===== src/rtl/draw_sprite_if.sv =====
// Video timing/colour bundle (vga_if) and sprite position bundle (pos_if)
// shared by the draw stages of the VGA pipeline.
interface vga_if;
  logic [10:0] hcount;
  logic [10:0] vcount;
  logic        hsync;
  logic        vsync;
  logic        hblnk;
  logic        vblnk;
  logic [11:0] rgb;

  modport out (output hcount, vcount, hsync, vsync, hblnk, vblnk, rgb);
  modport in  (input  hcount, vcount, hsync, vsync, hblnk, vblnk, rgb);
endinterface

interface pos_if;
  logic [10:0] x;
  logic [10:0] y;

  modport out (output x, y);
  modport in  (input  x, y);
endinterface


===== src/rtl/draw_sprite.sv =====
// Sprite overlay stage: animated, mirrorable sprite read from an external synchronous ROM.
// Define SPRITE_SCALE2_EN to show the sprite at 2x (ROM layout and 3-clk latency unchanged).
module draw_sprite #(
  parameter int unsigned SPR_W     = 32,
  parameter int unsigned SPR_H     = 32,
  parameter int unsigned FRAMES    = 4,
  parameter int unsigned ADDR_W    = 12,
  parameter logic [11:0] KEY_COLOR = 12'hF0F,
  parameter int unsigned ANIM_DIV  = 8
) (
  input  logic              clk,
  input  logic              rst,
  input  logic [10:0]       sprite_x,
  input  logic [10:0]       sprite_y,
  input  logic              flip,
  input  logic              anim_en,
  input  logic [11:0]       rom_data,
  output logic [ADDR_W-1:0] rom_addr,
  vga_if.in                 in,
  vga_if.out                out,
  pos_if.out                player_pos
);

`ifdef SPRITE_SCALE2_EN
  localparam int unsigned SHIFT = 1;
`else
  localparam int unsigned SHIFT = 0;
`endif

  localparam logic [11:0] WIN_W = 12'(SPR_W << SHIFT);
  localparam logic [11:0] WIN_H = 12'(SPR_H << SHIFT);
  localparam int unsigned FRAME_W = (FRAMES > 1) ? $clog2(FRAMES) : 1;
  localparam int unsigned ANIM_W  = (ANIM_DIV > 1) ? $clog2(ANIM_DIV) : 1;
  localparam logic [FRAME_W-1:0] FRAME_LAST = FRAME_W'(FRAMES - 1);
  localparam logic [ANIM_W-1:0]  ANIM_LAST  = ANIM_W'(ANIM_DIV - 1);

  typedef struct packed {
    logic [10:0] hcount;
    logic [10:0] vcount;
    logic        hsync;
    logic        vsync;
    logic        hblnk;
    logic        vblnk;
    logic [11:0] rgb;
  } vga_t;

  // Offsets are only meaningful inside the window; the scale shift comes before the mirror.
  function automatic logic [ADDR_W-1:0] sprite_addr(
    input logic [10:0]        dx,
    input logic [10:0]        dy,
    input logic               mirror,
    input logic [FRAME_W-1:0] frame
  );
    logic [31:0] col;
    logic [31:0] row;
    logic [31:0] base;
    col = 32'(dx) >> SHIFT;
    if (mirror) col = 32'(SPR_W - 1) - col;
    row  = 32'(dy) >> SHIFT;
    base = 32'(frame) * 32'(SPR_W * SPR_H);
    return ADDR_W'(base + row * 32'(SPR_W) + col);
  endfunction

  logic               vblnk_q, vblnk_d;
  logic               armed_q, armed_d;
  logic               vblnk_rise;
  logic [10:0]        x_q, x_d;
  logic [10:0]        y_q, y_d;
  logic               flip_q, flip_d;
  logic [ANIM_W-1:0]  anim_cnt_q, anim_cnt_d;
  logic [FRAME_W-1:0] frame_idx_q, frame_idx_d;

  // armed_q keeps a vblank already in progress at reset release from counting as a rise.
  always_comb begin
    vblnk_d     = in.vblnk;
    armed_d     = armed_q | ~in.vblnk;
    vblnk_rise  = in.vblnk & ~vblnk_q & armed_q;
    x_d         = x_q;
    y_d         = y_q;
    flip_d      = flip_q;
    anim_cnt_d  = anim_cnt_q;
    frame_idx_d = frame_idx_q;
    if (vblnk_rise) begin
      x_d    = sprite_x;
      y_d    = sprite_y;
      flip_d = flip;
    end
    if (!anim_en) begin
      anim_cnt_d  = '0;
      frame_idx_d = '0;
    end else if (vblnk_rise) begin
      if (anim_cnt_q == ANIM_LAST) begin
        anim_cnt_d  = '0;
        frame_idx_d = (frame_idx_q == FRAME_LAST) ? '0 : frame_idx_q + 1'b1;
      end else begin
        anim_cnt_d = anim_cnt_q + 1'b1;
      end
    end
  end

  always_ff @(posedge clk or posedge rst) begin
    if (rst) begin
      vblnk_q     <= 1'b0;
      armed_q     <= 1'b0;
      x_q         <= '0;
      y_q         <= '0;
      flip_q      <= 1'b0;
      anim_cnt_q  <= '0;
      frame_idx_q <= '0;
    end else begin
      vblnk_q     <= vblnk_d;
      armed_q     <= armed_d;
      x_q         <= x_d;
      y_q         <= y_d;
      flip_q      <= flip_d;
      anim_cnt_q  <= anim_cnt_d;
      frame_idx_q <= frame_idx_d;
    end
  end

  // Stage 0: window test and ROM address on the incoming pixel
  vga_t              vga_p0;
  logic              hit_p0;
  logic [11:0]       hc_p0, vc_p0, x_lo_p0, y_lo_p0;
  logic [ADDR_W-1:0] rom_addr_p1_d;

  always_comb begin
    vga_p0.hcount = in.hcount;
    vga_p0.vcount = in.vcount;
    vga_p0.hsync  = in.hsync;
    vga_p0.vsync  = in.vsync;
    vga_p0.hblnk  = in.hblnk;
    vga_p0.vblnk  = in.vblnk;
    vga_p0.rgb    = in.rgb;
    hc_p0   = {1'b0, in.hcount};
    vc_p0   = {1'b0, in.vcount};
    x_lo_p0 = {1'b0, x_q};
    y_lo_p0 = {1'b0, y_q};
    hit_p0  = (hc_p0 >= x_lo_p0) && (hc_p0 < x_lo_p0 + WIN_W) &&
              (vc_p0 >= y_lo_p0) && (vc_p0 < y_lo_p0 + WIN_H);
    rom_addr_p1_d = hit_p0 ? sprite_addr(in.hcount - x_q, in.vcount - y_q, flip_q, frame_idx_q)
                           : '0;
  end

  // Stage 1/2: carry timing and hit alongside the ROM read
  vga_t              vga_p1_q, vga_p1_d;
  vga_t              vga_p2_q, vga_p2_d;
  logic              hit_p1_q, hit_p1_d;
  logic              hit_p2_q, hit_p2_d;
  logic [ADDR_W-1:0] rom_addr_p1_q;

  always_comb begin
    vga_p1_d = vga_p0;
    hit_p1_d = hit_p0;
    vga_p2_d = vga_p1_q;
    hit_p2_d = hit_p1_q;
  end

  always_ff @(posedge clk) begin
    vga_p1_q <= vga_p1_d;
    vga_p2_q <= vga_p2_d;
  end

  // Stage 3: merge the ROM pixel over the delayed background
  vga_t out_p3_q, out_p3_d;

  always_comb begin
    out_p3_d = vga_p2_q;
    if (hit_p2_q && (rom_data != KEY_COLOR)) out_p3_d.rgb = rom_data;
  end

  always_ff @(posedge clk or posedge rst) begin
    if (rst) begin
      hit_p1_q      <= 1'b0;
      hit_p2_q      <= 1'b0;
      rom_addr_p1_q <= '0;
      out_p3_q      <= '0;
    end else begin
      hit_p1_q      <= hit_p1_d;
      hit_p2_q      <= hit_p2_d;
      rom_addr_p1_q <= rom_addr_p1_d;
      out_p3_q      <= out_p3_d;
    end
  end

  assign rom_addr     = rom_addr_p1_q;
  assign out.hcount   = out_p3_q.hcount;
  assign out.vcount   = out_p3_q.vcount;
  assign out.hsync    = out_p3_q.hsync;
  assign out.vsync    = out_p3_q.vsync;
  assign out.hblnk    = out_p3_q.hblnk;
  assign out.vblnk    = out_p3_q.vblnk;
  assign out.rgb      = out_p3_q.rgb;
  assign player_pos.x = x_q;
  assign player_pos.y = y_q;

endmodule


===== src/flat_wrapper.sv =====
// flat-port wrapper written by rule: the top's interface ports become plain ports
module draw_sprite_flat 
#(
  parameter int unsigned SPR_W     = 32,
  parameter int unsigned SPR_H     = 32,
  parameter int unsigned FRAMES    = 4,
  parameter int unsigned ADDR_W    = 12,
  parameter logic [11:0] KEY_COLOR = 12'hF0F,
  parameter int unsigned ANIM_DIV  = 8
)
  (clk, rst, sprite_x, sprite_y, flip, anim_en, rom_data, rom_addr, in_hcount, in_vcount, in_hsync, in_vsync, in_hblnk, in_vblnk, in_rgb, out_hcount, out_vcount, out_hsync, out_vsync, out_hblnk, out_vblnk, out_rgb, player_pos_x, player_pos_y);
  vga_if in_i ();
  vga_if out_i ();
  pos_if player_pos_i ();
  input  logic clk;
  input  logic rst;
  input  logic [10:0] sprite_x;
  input  logic [10:0] sprite_y;
  input  logic flip;
  input  logic anim_en;
  input  logic [11:0] rom_data;
  output logic [ADDR_W-1:0] rom_addr;
  input wire logic [$bits(in_i.hcount)-1:0] in_hcount;
  input wire logic [$bits(in_i.vcount)-1:0] in_vcount;
  input wire logic [$bits(in_i.hsync)-1:0] in_hsync;
  input wire logic [$bits(in_i.vsync)-1:0] in_vsync;
  input wire logic [$bits(in_i.hblnk)-1:0] in_hblnk;
  input wire logic [$bits(in_i.vblnk)-1:0] in_vblnk;
  input wire logic [$bits(in_i.rgb)-1:0] in_rgb;
  output wire logic [$bits(out_i.hcount)-1:0] out_hcount;
  output wire logic [$bits(out_i.vcount)-1:0] out_vcount;
  output wire logic [$bits(out_i.hsync)-1:0] out_hsync;
  output wire logic [$bits(out_i.vsync)-1:0] out_vsync;
  output wire logic [$bits(out_i.hblnk)-1:0] out_hblnk;
  output wire logic [$bits(out_i.vblnk)-1:0] out_vblnk;
  output wire logic [$bits(out_i.rgb)-1:0] out_rgb;
  output wire logic [$bits(player_pos_i.x)-1:0] player_pos_x;
  output wire logic [$bits(player_pos_i.y)-1:0] player_pos_y;
  assign in_i.hcount = in_hcount;
  assign in_i.vcount = in_vcount;
  assign in_i.hsync = in_hsync;
  assign in_i.vsync = in_vsync;
  assign in_i.hblnk = in_hblnk;
  assign in_i.vblnk = in_vblnk;
  assign in_i.rgb = in_rgb;
  assign out_hcount = out_i.hcount;
  assign out_vcount = out_i.vcount;
  assign out_hsync = out_i.hsync;
  assign out_vsync = out_i.vsync;
  assign out_hblnk = out_i.hblnk;
  assign out_vblnk = out_i.vblnk;
  assign out_rgb = out_i.rgb;
  assign player_pos_x = player_pos_i.x;
  assign player_pos_y = player_pos_i.y;
  draw_sprite #(.SPR_W(SPR_W), .SPR_H(SPR_H), .FRAMES(FRAMES), .ADDR_W(ADDR_W), .KEY_COLOR(KEY_COLOR), .ANIM_DIV(ANIM_DIV)) u_core (.clk(clk), .rst(rst), .sprite_x(sprite_x), .sprite_y(sprite_y), .flip(flip), .anim_en(anim_en), .rom_data(rom_data), .rom_addr(rom_addr), .in(in_i), .out(out_i), .player_pos(player_pos_i));
endmodule

===== config.mk =====
export PLATFORM = sky130hd
export DESIGN_NAME = draw_sprite_flat
export DESIGN_NICKNAME = d
export VERILOG_FILES = /design/src/rtl/draw_sprite_if.sv /design/src/rtl/draw_sprite.sv /design/src/flat_wrapper.sv
export SDC_FILE = /design/constraint.sdc
export NUM_CORES = 1
export LEC_CHECK = 0
export CAP_MARGIN = 10
export CORE_AREA = 4 4 121 123
export DETAILED_ROUTE_END_ITERATION = 8
export DIE_AREA = 0 0 125 127
export PLACE_DENSITY_LB_ADDON = 0.2
export RECOVER_POWER = 50
export SYNTH_ARGS = -nofsm -noshare
export SYNTH_HDL_FRONTEND = slang
export SYNTH_SLANG_ARGS = --single-unit

===== constraint.sdc =====
create_clock -name clk -period 6.6 [get_ports clk]
set_input_delay 0.99 -clock clk [delete_from_list [all_inputs] [get_ports clk]]
set_output_delay 0.99 -clock clk [all_outputs]
set_load 0.05 [all_outputs]

-- Word level (Yosys, flattened, before mapping)
Index checks and enable logic that the tools add are counted.
- register bits: 158
- latch bits: 0
- bits in writable memories: 0
- ROM bits: 0
- bits of input ports: 76
- memories kept: 0
- add/sub/neg operators: 9
- $mul: 0
- div/mod/pow operators: 0
- magnitude comparators: 4
- eq/ne operators: 5
- shift-type cells: 0
- multiplexer cells: 10
- bitwise operators: 5
- reductions and logical operators: 5
- operators by type and width (operator ; count):
    $mux W12 ; 3
    $add A11 B6 Y12 const B ; 2
    $add A12 B12 Y12 ; 2
    $lt A11 B12 Y1 ; 2
    $ge A11 B11 Y1 ; 2
    $ne A12 B12 Y1 const B ; 1
    $sub A5 B11 Y12 const A ; 1
    $sub A11 B11 Y11 ; 1
    $mux W3 ; 3
    $mux W2 ; 4
    $sub A7 B7 Y7 ; 1
    $logic_and A1 B1 Y1 ; 4
    $ne A2 B1 Y1 const B ; 2
    $add A3 B1 Y3 const B ; 1
    $eq A3 B3 Y1 const B ; 1
    $add A2 B1 Y2 const B ; 1
    $and A1 B1 Y1 ; 2
    $eq A2 B2 Y1 const B ; 1
    $not A1 Y1 ; 2
    $reduce_and A2 Y1 ; 1
    $or A1 B1 Y1 ; 1

-- Logic depth before layout (Yosys ltp)
Gate-level depths: netlist of run 1.
- word-level depth: 6
- mapped depth: 22
- mapped depth without buffers: 22

-- Worst setup path after synthesis of run 1
No wires, ideal clock.
- path type: in2reg
- start point: input in_hcount[0]
- end point: register u_core.rom_addr_p1_q[11] (netlist: u_core.rom_addr[11])
- library setup time: 0.087 ns
- data arrival time: 4.833 ns
- data required time: 6.513 ns
- path slack: 1.680 ns
- stages on the path: 19
- buffers on the path: 0
- cells stage by stage: inv_1 > ha_1 > inv_1 > fa_1 > a21oi_2 > o21ai_2 > a21oi_1 > xnor2_1 > or3_4 > o31ai_4 > xnor2_1 > fa_1 > ha_1 > or2_2 > a21o_1 > a22oi_2 > o21ai_0 > o21a_1 > a211oi_2
- word-level cells in the longest chain between the ends: 5
- elaborated cells on any way between the ends: 10
- classes of those cells: 3 x add/sub; 2 x order compare; 2 x mux; 3 x reduce/logical
- ends and longest elaborated chain (what ; line ; RTL):
    start, declared ; flat_wrapper.sv:23 ; input wire logic [$bits(in_i.hcount)-1:0] in_hcount;
    $sub A11 B11 Y11, or another cell as far along ; draw_sprite.sv:141 ; rom_addr_p1_d = hit_p0 ? sprite_addr(in.hcount - x_q, in.vcount - y_q, flip_q, frame_idx_q)
    $sub A5 B11 Y12 or $logic_and A1 B1 Y1 (tied branches) ; draw_sprite.sv:58, draw_sprite.sv:139 ;
    $mux W12 or $logic_and A1 B1 Y1 (tied branches) ; draw_sprite.sv:58, draw_sprite.sv:139 ;
    $add A12 B12 Y12 or $logic_and A1 B1 Y1 (tied branches) ; draw_sprite.sv:61, draw_sprite.sv:140 ;
    $mux W12 * ; draw_sprite.sv:141 ;
    named net u_core.rom_addr_p1_d[11] ; draw_sprite.sv:125 ; logic [ADDR_W-1:0] rom_addr_p1_d;
    end signal, assigned ; draw_sprite.sv:181 ; rom_addr_p1_q <= rom_addr_p1_d;
    end, declared ; draw_sprite.sv:150 ; logic [ADDR_W-1:0] rom_addr_p1_q;
The timed path passes the listed nets; every way through them passes the cells marked *.
A chain may end at the register's enable or synchronous reset.

-- Final worst setup path of run 1
Same ends and word-level chain as after synthesis.

==> metrics, run 1 <==
Final period util=0.8263; Cells after DPL=848; crit start category=primary input; Synth top area share=0.3297; most common cell after layout, fill and taps aside=clkdlybuf4s50_1; Synth Area in XOR/XNOR=0.04644; RR Endpoint=u_core.rom_addr[11]; total CTS buffers=17; Worst Skew=11.31 ps; PD cells=350.2 nW/um2; first-pass GRT wire length=21.76 mm; Starting Density=0.4554; setup ws final=1146 ps; routability cong.=0.8612; Syn Std Cell Area=6223 um2; post-placement setup slack=855.6 ps; number of remaining DRC errors=0; minimum clock period=5454 ps; Compound-Gate Fraction of Synth Area=0.1011; hold_buf cts=0; register area share after synthesis=0.5742; max-cap check violation count=0; FF-to-FF setup slack=1900 ps; WHS=322.0 ps; mux share of post-synthesis cell area=0.01789; initial antenna violation count=0; Antenna Nets Post-Route=0; clock latency on the worst-skew pair=420 ps; area grow syn2layout=35.93%; clock sink total=158; vias per cell=4.866; Yosys reg bits=158; clk buf depth=2; Synth area leaders=dfrtp_1 (33%), dfxtp_1 (24%), ha_1 (10%), nand2_1 (3.3%), xnor2_1 (2.8%); Post-Synthesis Cells=528; Worst Hold Launch=u_core.vga_p1_q[22]; Top Ports=148; LEAKAGE=3.679 nW; WL/cell=14.91 um; fin. max-slew vios=0; TNS Setup=0 ps; cell row count=43; routed via count=4,282; largest net degree at the start of global routing=83; Post-synth EDFFs=0; Max VDD drop=0.1960 mV; gr usage total=0.1717; RSZ-0062 raised after global routing=no; share of cells above drive strength 1=0.1014; type of the worst setup path=primary input to register; simple-gate share of the synthesized area=0.1114; adder-cell area share of the yosys netlist=0.1134; diode count=0; post-synthesis cell type count=64; Hold Crit Depth=0; Critical path origin=in_hcount[0]; CP arrival=5780 ps; chip height=127 um; DP HPWL=9.806 mm; Hold Vio Cnt, Final=0; cells on worst reg2reg path=17; postcts setup bufs=0; Worst R2R Start=u_core.player_pos.x[5]; FFs w/ async S/R, synth=0.5190; Worst Path Required=6930 ps; Slew Limit Headroom=0.2944; Crit. End Element=register; Setup violations, final=0; status=complete, no violations; Ys Warns=0; post-route insts no fill=880; total power draw=2.962 mW; main flop type after synthesis=dfrtp_1; Avg Cell Area, Syn=11.79 um2; Resized Gates After CTS=0; grt ovf=0; worst slew pin tran=1058 ps; HP Class=register to register; Filler cells=1,109; initial drt markers=187; htree depth=4; die area=15,880 um2; final WL=13.12 mm; Post-Syn Nets=658; core area=13,670 um2; Crit Path Max Fanout=4; Root Driver=clkbuf_16; Synth area leader=dfrtp_1; Max Clock Freq=183.4 MHz; DR pass1 iterations=4; most frequent cells in the layout=clkdlybuf4s50_1 (107), dfrtp_1 (82), dfxtp_1 (76), nand2_1 (54), ha_1 (50); CTS tree=built; largest family of logic cells by synthesized area=adder cells; vias in the first global route=4,451; Final Net Count=817; PortBufs=147; Hold EP=u_core.out_p3_d[22]; Die W=125 um; Clock transition at path regs=60 ps
-- logic make-up (layout without fill, tap and decap cells) --
kind of cell,after synthesis,after routing
AO/OA/AOI/OAI,88,88
XOR/XNOR,30,30
adder cells (fa/ha/maj),54,54
buffers and inverters,53,225
flip-flops,158,158
multiplexers,10,10
AND/OR/NAND/NOR,135,135
-- worst max path at each step --
stage | to | slack (ps) | cells past startpoint
after floorplan | u_core.rom_addr[11] | 1680 | 19
final | u_core.rom_addr[11] | 1150 | 20
after global routing | u_core.rom_addr[11] | 940 | 23
after detailed placement | u_core.rom_addr[11] | 860 | 20
after global placement | u_core.rom_addr[11] | 1030 | 20
after CTS | u_core.rom_addr[11] | 1280 | 20
-- layer usage --
layer	global-route usage	wire length, um	up-vias
li1	-	-	2120
met1	0.2152	5837	2030
met2	0.2809	6377	122
met3	0.05853	743	10
met4	0.05804	159	0
met5	0	0	-
-- Yosys cell counts (3+ instances only) --
library cell / n
a211oi_1: 3
a21boi_0: 5
a21o_1: 6
a21oi_1: 13
buf_4: 3
clkbuf_1: 4
dfrtp_1: 82
dfxtp_1: 76
fa_1: 4
ha_1: 50
inv_1: 42
mux2_2: 9
nand2_1: 54
nand2b_1: 5
nand3_1: 12
nand4_1: 5
nor2_1: 14
nor2b_1: 4
nor3_1: 14
nor3_2: 6
nor4_1: 5
o21a_1: 3
o21ai_0: 28
o21bai_1: 3
o31ai_1: 4
xnor2_1: 20
xor2_1: 8
-- metrics by stage --
step | area (um2) | util
6_report | 8459 | 0.6190
2_1_floorplan | 6223 | -
3_5_place_dp | 7893 | 0.5776
3_3_place_gp | 7893 | 0.5776
5_1_grt | 8459 | 0.6190
4_1_cts | 8463 | 0.6193
-- state kept, by name (all words and copies together) (netlist names) --
signal,count
u_core.vga_p1_q,38
u_core.out_p3_d,26
u_core.out.rgb,12
u_core.rom_addr,12
u_core.vga_p2_q,12
u_core.out.hcount,11
u_core.out.vcount,11
u_core.player_pos.x,11
u_core.player_pos.y,11
u_core.anim_cnt_q,3
u_core.frame_idx_q,2
u_core.armed_q,1
u_core.flip_q,1
u_core.hit_p1_q,1
u_core.hit_p2_q,1
u_core.out.hblnk,1
u_core.out.hsync,1
u_core.out.vblnk,1
u_core.out.vsync,1
u_core.vblnk_q,1
-- layout make-up --
class                           instances  area [um2]  area share
Sequential cell                       158        3573      0.4224
Inverter                               42       158.9     0.01878
Clock buffer                           18       439.2     0.05192
Timing Repair Buffer                  151        1498      0.1770
Multi-Input combinational cell        317        2434      0.2877
Tap cell                              180       225.2     0.02662
Clock inverter                         14       131.4     0.01553
-- worst max-delay path, stage by stage --
cell and delay, ps:
dlygate4sd3_1 550, inv_1 70, ha_1 160, inv_1 50, fa_1 410, a21oi_2 230, o21ai_2 100, a21oi_1 190
xnor2_1 110, or3_4 400, o31ai_4 240, xnor2_1 170, fa_1 460, ha_1 340, or2_2 300, a21o_1 200
a22oi_2 240, o21ai_0 120, o21a_1 220, a211oi_2 230
-- where the power goes --
| part | switching [mW] | total, mW | internal, mW |
|---|---|---|---|
| registers | 0.0358 | 1.07 | 1.04 |
| logic | 0.572 | 0.958 | 0.386 |
| clock network | 0.397 | 0.932 | 0.535 |
Power figures use the tool's default switching activity.
==> run 2, diff against run 1 <==
--- a/config.mk
+++ b/config.mk
@@ -6,9 +6,9 @@
 export NUM_CORES = 1
 export LEC_CHECK = 0
 export CAP_MARGIN = 10
-export CORE_AREA = 4 4 121 123
+export CORE_AREA = 4 4 123 125
 export DETAILED_ROUTE_END_ITERATION = 8
-export DIE_AREA = 0 0 125 127
+export DIE_AREA = 0 0 127 129
 export PLACE_DENSITY_LB_ADDON = 0.2
 export RECOVER_POWER = 50
 export SYNTH_ARGS = -nofsm -noshare
==> constraint.sdc (replaced) <==
create_clock -name clk -period 4.5 [get_ports clk]
set_input_delay 0.675 -clock clk [delete_from_list [all_inputs] [get_ports clk]]
set_output_delay 0.675 -clock clk [all_outputs]
set_load 0.05 [all_outputs]
==> run 2 against run 1 <==
  * The flow now finishes with violations (capacitance limit, slew limit)
  * First-iteration DRC count fell by 12%
  * Sequential share of layout area fell by 2.7 points
  * Global-route usage rose by 0.74 points
  * Core utilization rose by 3.3 points
  * Clock power rose by 46%
  * Final area rose by 7.0%
  * Non-clock buffer count rose by 56
  * Register-to-register slack got worse by 1700 ps
  * Critical path depth fell by 2
  * Final cell count rose by 6.4%
  * Total power rose by 59%
  * Sequential cell count did not move
  * Critical endpoint unchanged
==> metrics, run 2 (synthesis results as in run 1) <==
DP HPWL=10.40 mm; vias in the first global route=4,784; share of cells above drive strength 1=0.2050; number of remaining DRC errors=0; diode count=0; most frequent cells in the layout=clkdlybuf4s50_1 (110), dfrtp_1 (79), dfxtp_1 (76), buf_4 (58), nand2_1 (53); clock latency on the worst-skew pair=420 ps; max-cap check violation count=1; post-route insts no fill=936; crit start category=primary input; final WL=14.15 mm; Antenna Nets Post-Route=0; initial drt markers=164; HP Class=register to register; Top Ports=148; Filler cells=1,060; TNS Setup=0 ps; Max VDD drop=0.3537 mV; chip height=129 um; first-pass GRT wire length=23.15 mm; htree depth=4; Starting Density=0.4484; PD cells=520.9 nW/um2; FF-to-FF setup slack=170 ps; register area=3577 um2; Final period util=0.9675; die area=16,380 um2; setup ws final=146.2 ps; total power draw=4.716 mW; initial antenna violation count=0; Largest register FFs=38; Max Clock Freq=229.7 MHz; Slew Limit Headroom=-0.3016; largest net degree at the start of global routing=43; cells on worst reg2reg path=19; Setup violations, final=0; area grow syn2layout=45.48%; cell row count=43; Clock transition at path regs=60 ps; fin. max-slew vios=43; type of the worst setup path=primary input to register; RR Endpoint=u_core.rom_addr[11]; Crit Path Max Fanout=3; total CTS buffers=17; post-placement setup slack=-655.0 ps; cell area after layout=9054 um2; most common cell after layout, fill and taps aside=clkdlybuf4s50_1; status=finished, violations left; failing checks=capacitance limit, slew limit; Crit. End Element=register; CP arrival=4620 ps; Die W=127 um; WL/cell=15.12 um; Biggest register=u_core.vga_p1_q; grt ovf=0; core area=13,880 um2; gr usage total=0.1791; CTS tree=built; vias per cell=4.792; Root Driver=clkbuf_16; routability cong.=0.8758; Worst Path Required=4770 ps; routed via count=4,485; Hold Vio Cnt, Final=0; worst slew pin tran=1942 ps; Worst Skew=11.00 ps; Worst R2R Start=u_core.player_pos.x[0]; Cells after DPL=895; PortBufs=147; crit path to=u_core.rom_addr[11]; hold_buf cts=0; clock sink total=158; clk buf depth=2; Final Net Count=873; DR pass1 iterations=4; LEAKAGE=3.979 nW; area of the multi-input gates=2616 um2; Critical path origin=in_hcount[1]; minimum clock period=4354 ps; Post-DP Area=8263 um2
[run 2: how the worst min path moves through the flow]
stage,from,to,slack [ps],cells after the start
finish,u_core.vga_p1_q[16],u_core.out_p3_d[16],320,0
global route,u_core.vga_p1_q[30],u_core.out_p3_d[30],330,0
CTS,u_core.vga_p1_q[16],u_core.out_p3_d[16],320,0
detailed placement,u_core.vga_p1_q[13],u_core.out_p3_d[13],310,0
global placement,u_core.vga_p1_q[5],u_core.vga_p2_q[5],310,0
floorplan,u_core.vga_p1_q[12],u_core.out_p3_d[12],310,0
[run 2: layout make-up]
class | instances | share of cell area
clock buffers | 17 | 0.04699
clock inverters | 15 | 0.01506
inverters | 42 | 0.01755
multi-input cells | 317 | 0.2890
flip-flops and latches | 158 | 0.3951
well taps | 180 | 0.02488
repair buffers | 207 | 0.2114
[run 2: power by group]
part	internal, mW	total [mW]	leakage (nW)	switching (mW)
Sequential	1.52	1.58	1.65	0.0540
Clock	0.769	1.36	0.273	0.591
Combinational	0.826	1.78	2.06	0.955
Total	3.12	4.72	3.98	1.60
[run 2: per-layer routing]
metal / global-route usage / up-vias / wire, um
li1: - / 2232 / -
met1: 0.2237 / 2113 / 6277
met2: 0.3001 / 116 / 6960
met3: 0.05230 / 24 / 672
met4: 0.05994 / 0 / 240
met5: 0 / - / 0
[run 2: metrics by stage]
step / hold slack [ps] / util
after floorplan: 309.6 / -
after global placement: 310.5 / 0.5953
after detailed placement: 312.1 / 0.5953
after CTS: 322.9 / 0.6393
after global routing: 330.7 / 0.6522
final: 323.5 / 0.6522
[run 2: worst max-delay path, cell delays in order]
cell and delay, ps:
dlygate4sd2_1 300, ha_4 290, nor2b_4 160, o2111ai_4 150, a31oi_4 230, xor2_2 90
or3_4 410, o31ai_4 250, xnor2_2 140, fa_1 480, ha_4 270, or2_4 240
a21o_1 210, a22oi_2 250, buf_4 180, nor3_2 50, a21oi_2 150, a211oi_2 80
[run 2: repair_timing]
item                                    4_1_cts  5_1_grt
endpoints found under the setup margin        1        1
buffers inserted                              3        6
pin swaps                                    15       29
resized for setup                            11       30
==> run 3, diff against run 2 <==
--- a/config.mk
+++ b/config.mk
@@ -6,9 +6,12 @@
 export NUM_CORES = 1
 export LEC_CHECK = 0
 export CAP_MARGIN = 10
-export CORE_AREA = 4 4 123 125
+export CELL_PAD_IN_SITES_DETAIL_PLACEMENT = 1
+export CELL_PAD_IN_SITES_GLOBAL_PLACEMENT = 1
+export CORE_AREA = 4 4 139 141
 export DETAILED_ROUTE_END_ITERATION = 8
-export DIE_AREA = 0 0 127 129
+export DIE_AREA = 0 0 143 145
+export GPL_TIMING_DRIVEN = 0
 export PLACE_DENSITY_LB_ADDON = 0.2
 export RECOVER_POWER = 50
 export SYNTH_ARGS = -nofsm -noshare
==> run 3 against run 2 <==
  * The flow still finishes with violations (capacitance limit, slew limit)
  * Non-clock buffer count fell by 33
  * Setup slack got worse by 140 ps
  * Total power rose by 1.6%
  * Core utilization shrank 15 points
  * Routed wire length is 18% higher
==> metrics, run 3 (synthesis results as in run 1) <==
Biggest register=u_core.vga_p1_q; Worst Skew=9.228 ps; most common cell after layout, fill and taps aside=clkdlybuf4s50_1; Setup violations, final=0; vias in the first global route=5,118; routability cong.=0.7905; PortBufs=147; max-cap check violation count=1; diode count=0; cell row count=49; failing checks=capacitance limit, slew limit; clock sink total=158; Filler cells=1,904; Util after Layout=0.5020; Max VDD drop=0.2823 mV; clock latency on the worst-skew pair=430 ps; Worst path max stage delay=490 ps; Crit. End Element=register; CTS tree=built; LEAKAGE=3.820 nW; Top Ports=148; Root Driver=clkbuf_16; gr usage total=0.1643; DR pass1 iterations=4; vias per cell=4.782; Largest register FFs=38; grt ovf=0; PD cells=531.1 nW/um2; type of the worst setup path=primary input to register; number of remaining DRC errors=0; setup ws final=7.228 ps; Antenna Nets Post-Route=0; cells on worst reg2reg path=20; Cell Chain, Critical Path=clkdlybuf4s50_1 -> ha_2 -> nor3_1 -> a21oi_1 -> o211ai_1 -> or2_4 -> o31ai_4 -> xnor2_2 -> fa_1 -> ha_4 -> or2_4 -> buf_4 -> nand3_2 -> a22oi_2 -> buf_4 -> nor3_1 -> a21oi_2 -> a211oi_2; Final Net Count=840; final WL=16.71 mm; crit start category=primary input; Crit Path Max Fanout=6; htree depth=4; CP arrival=4810 ps; most frequent cells in the layout=clkdlybuf4s50_1 (112), dfrtp_1 (79), dfxtp_1 (76), nand2_1 (54); Hold Crit Depth=0; Worst Path Required=4820 ps; core area=17,960 um2; status=finished, violations left; DP HPWL=12.27 mm; HP Class=register to register; initial drt markers=116; WL/cell=17.56 um; area grow syn2layout=44.89%; chip height=145 um; Clock transition at path regs=70 ps; routed via count=4,552; initial antenna violation count=0; Worst path slowest cell=clkdlybuf4s50_1; total CTS buffers=17; share of cells above drive strength 1=0.1757; Final period util=0.9984; cell area after layout=9017 um2; first-pass GRT wire length=26.82 mm; largest net degree at the start of global routing=47; Starting Density=0.3465; post-placement setup slack=-912.4 ps; fin. max-slew vios=38; clk buf depth=2; Hold Vio Cnt, Final=0; Die W=143 um; minimum clock period=4493 ps; die area=20,740 um2; Post-DP Area=8029 um2; Slew Limit Headroom=-0.1179; Max Clock Freq=222.6 MHz; worst slew pin tran=1668 ps
-- run 3: changes by cell type in the layout (fill, tap and decap cells not counted), moves of 6 or more --
cell,before,now
buf_4,58,17
clkbuf_1,1,8
ha_4,5,11
clkinv_8,0,6
ha_1,44,37
-- run 3: per-stage QoR --
| stage | cells | setup TNS (ps) | hold WS [ps] | power [mW] |
|---|---|---|---|---|
| 4_1_cts | 945 | 0 | 328.4 | 4.671 |
| 6_report | 952 | 0 | 325.4 | 4.789 |
| 3_5_place_dp | 905 | -1060 | 313.5 | 3.059 |
| 2_1_floorplan | 528 | 0 | 309.6 | 2.609 |
| 3_3_place_gp | 904 | -1052 | 310.1 | 3.009 |
| 5_1_grt | 952 | -90.15 | 331.4 | 5.063 |
-- run 3: power by group --
part / total (mW) / internal (mW) / switching (mW)
clock network: 1.44 / 0.755 / 0.684
logic: 1.78 / 0.769 / 1.01
registers: 1.57 / 1.52 / 0.0523
-- run 3: final timing paths --
| path | start | end | slack [ps] |
|---|---|---|---|
| setup / recovery | in_hcount[7] | u_core.rom_addr[11] | 7 |
| hold / removal | u_core.vga_p1_q[6] | u_core.vga_p2_q[6] | 330 |
| setup reg to reg | u_core.player_pos.x[0] | u_core.rom_addr[11] | 50 |
| hold reg to reg | u_core.vga_p1_q[6] | u_core.vga_p2_q[6] | 330 |
| max in group asynchronous | rst | u_core.rom_addr[9] | 1560 |
| min in group asynchronous | rst | u_core.out.vsync | 1100 |
-- run 3: what timing repair did --
item                                    in CTS  in global routing
endpoints found under the setup margin       1                  1
buffers inserted                             8                  7
gates resized for setup                     33                 32
pin swaps                                   20                 25
hold buffers                                 0                  0
-- run 3: final cells by class --
class | count | area, um2 | share of cell area
multi-input cells | 317 | 2743 | 0.3041
plain buffers | 11 | 63.81 | 0.007076
well taps | 229 | 286.5 | 0.03177
inverters | 42 | 158.9 | 0.01762
clock buffers | 17 | 425.4 | 0.04718
flip-flops and latches | 158 | 3577 | 0.3967
repair buffers | 163 | 1574 | 0.1746
clock inverters | 15 | 188.9 | 0.02095
-- run 3: metal layers --
| layer | global-route usage | routed length (um) | part of all wire | vias to the layer above |
|---|---|---|---|---|
| li1 | - | - | - | 2172 |
| met1 | 0.2034 | 7246 | 0.43 | 2257 |
| met2 | 0.2794 | 8422 | 0.50 | 114 |
| met3 | 0.05067 | 922 | 0.055 | 9 |
| met4 | 0.03992 | 123 | 0.0074 | 0 |
| met5 | 0 | 0 | 0 | - |
-- run 3: critical path, delay by kind of cell --
kind | cells | cell delay [ps]
and+or+nand+nor | 5 | 980
adders and majority gates | 3 | 1220
xor gates and xnor gates | 1 | 140
buffers and inverters | 3 | 790
AOI/OAI and AO/OA | 6 | 1010
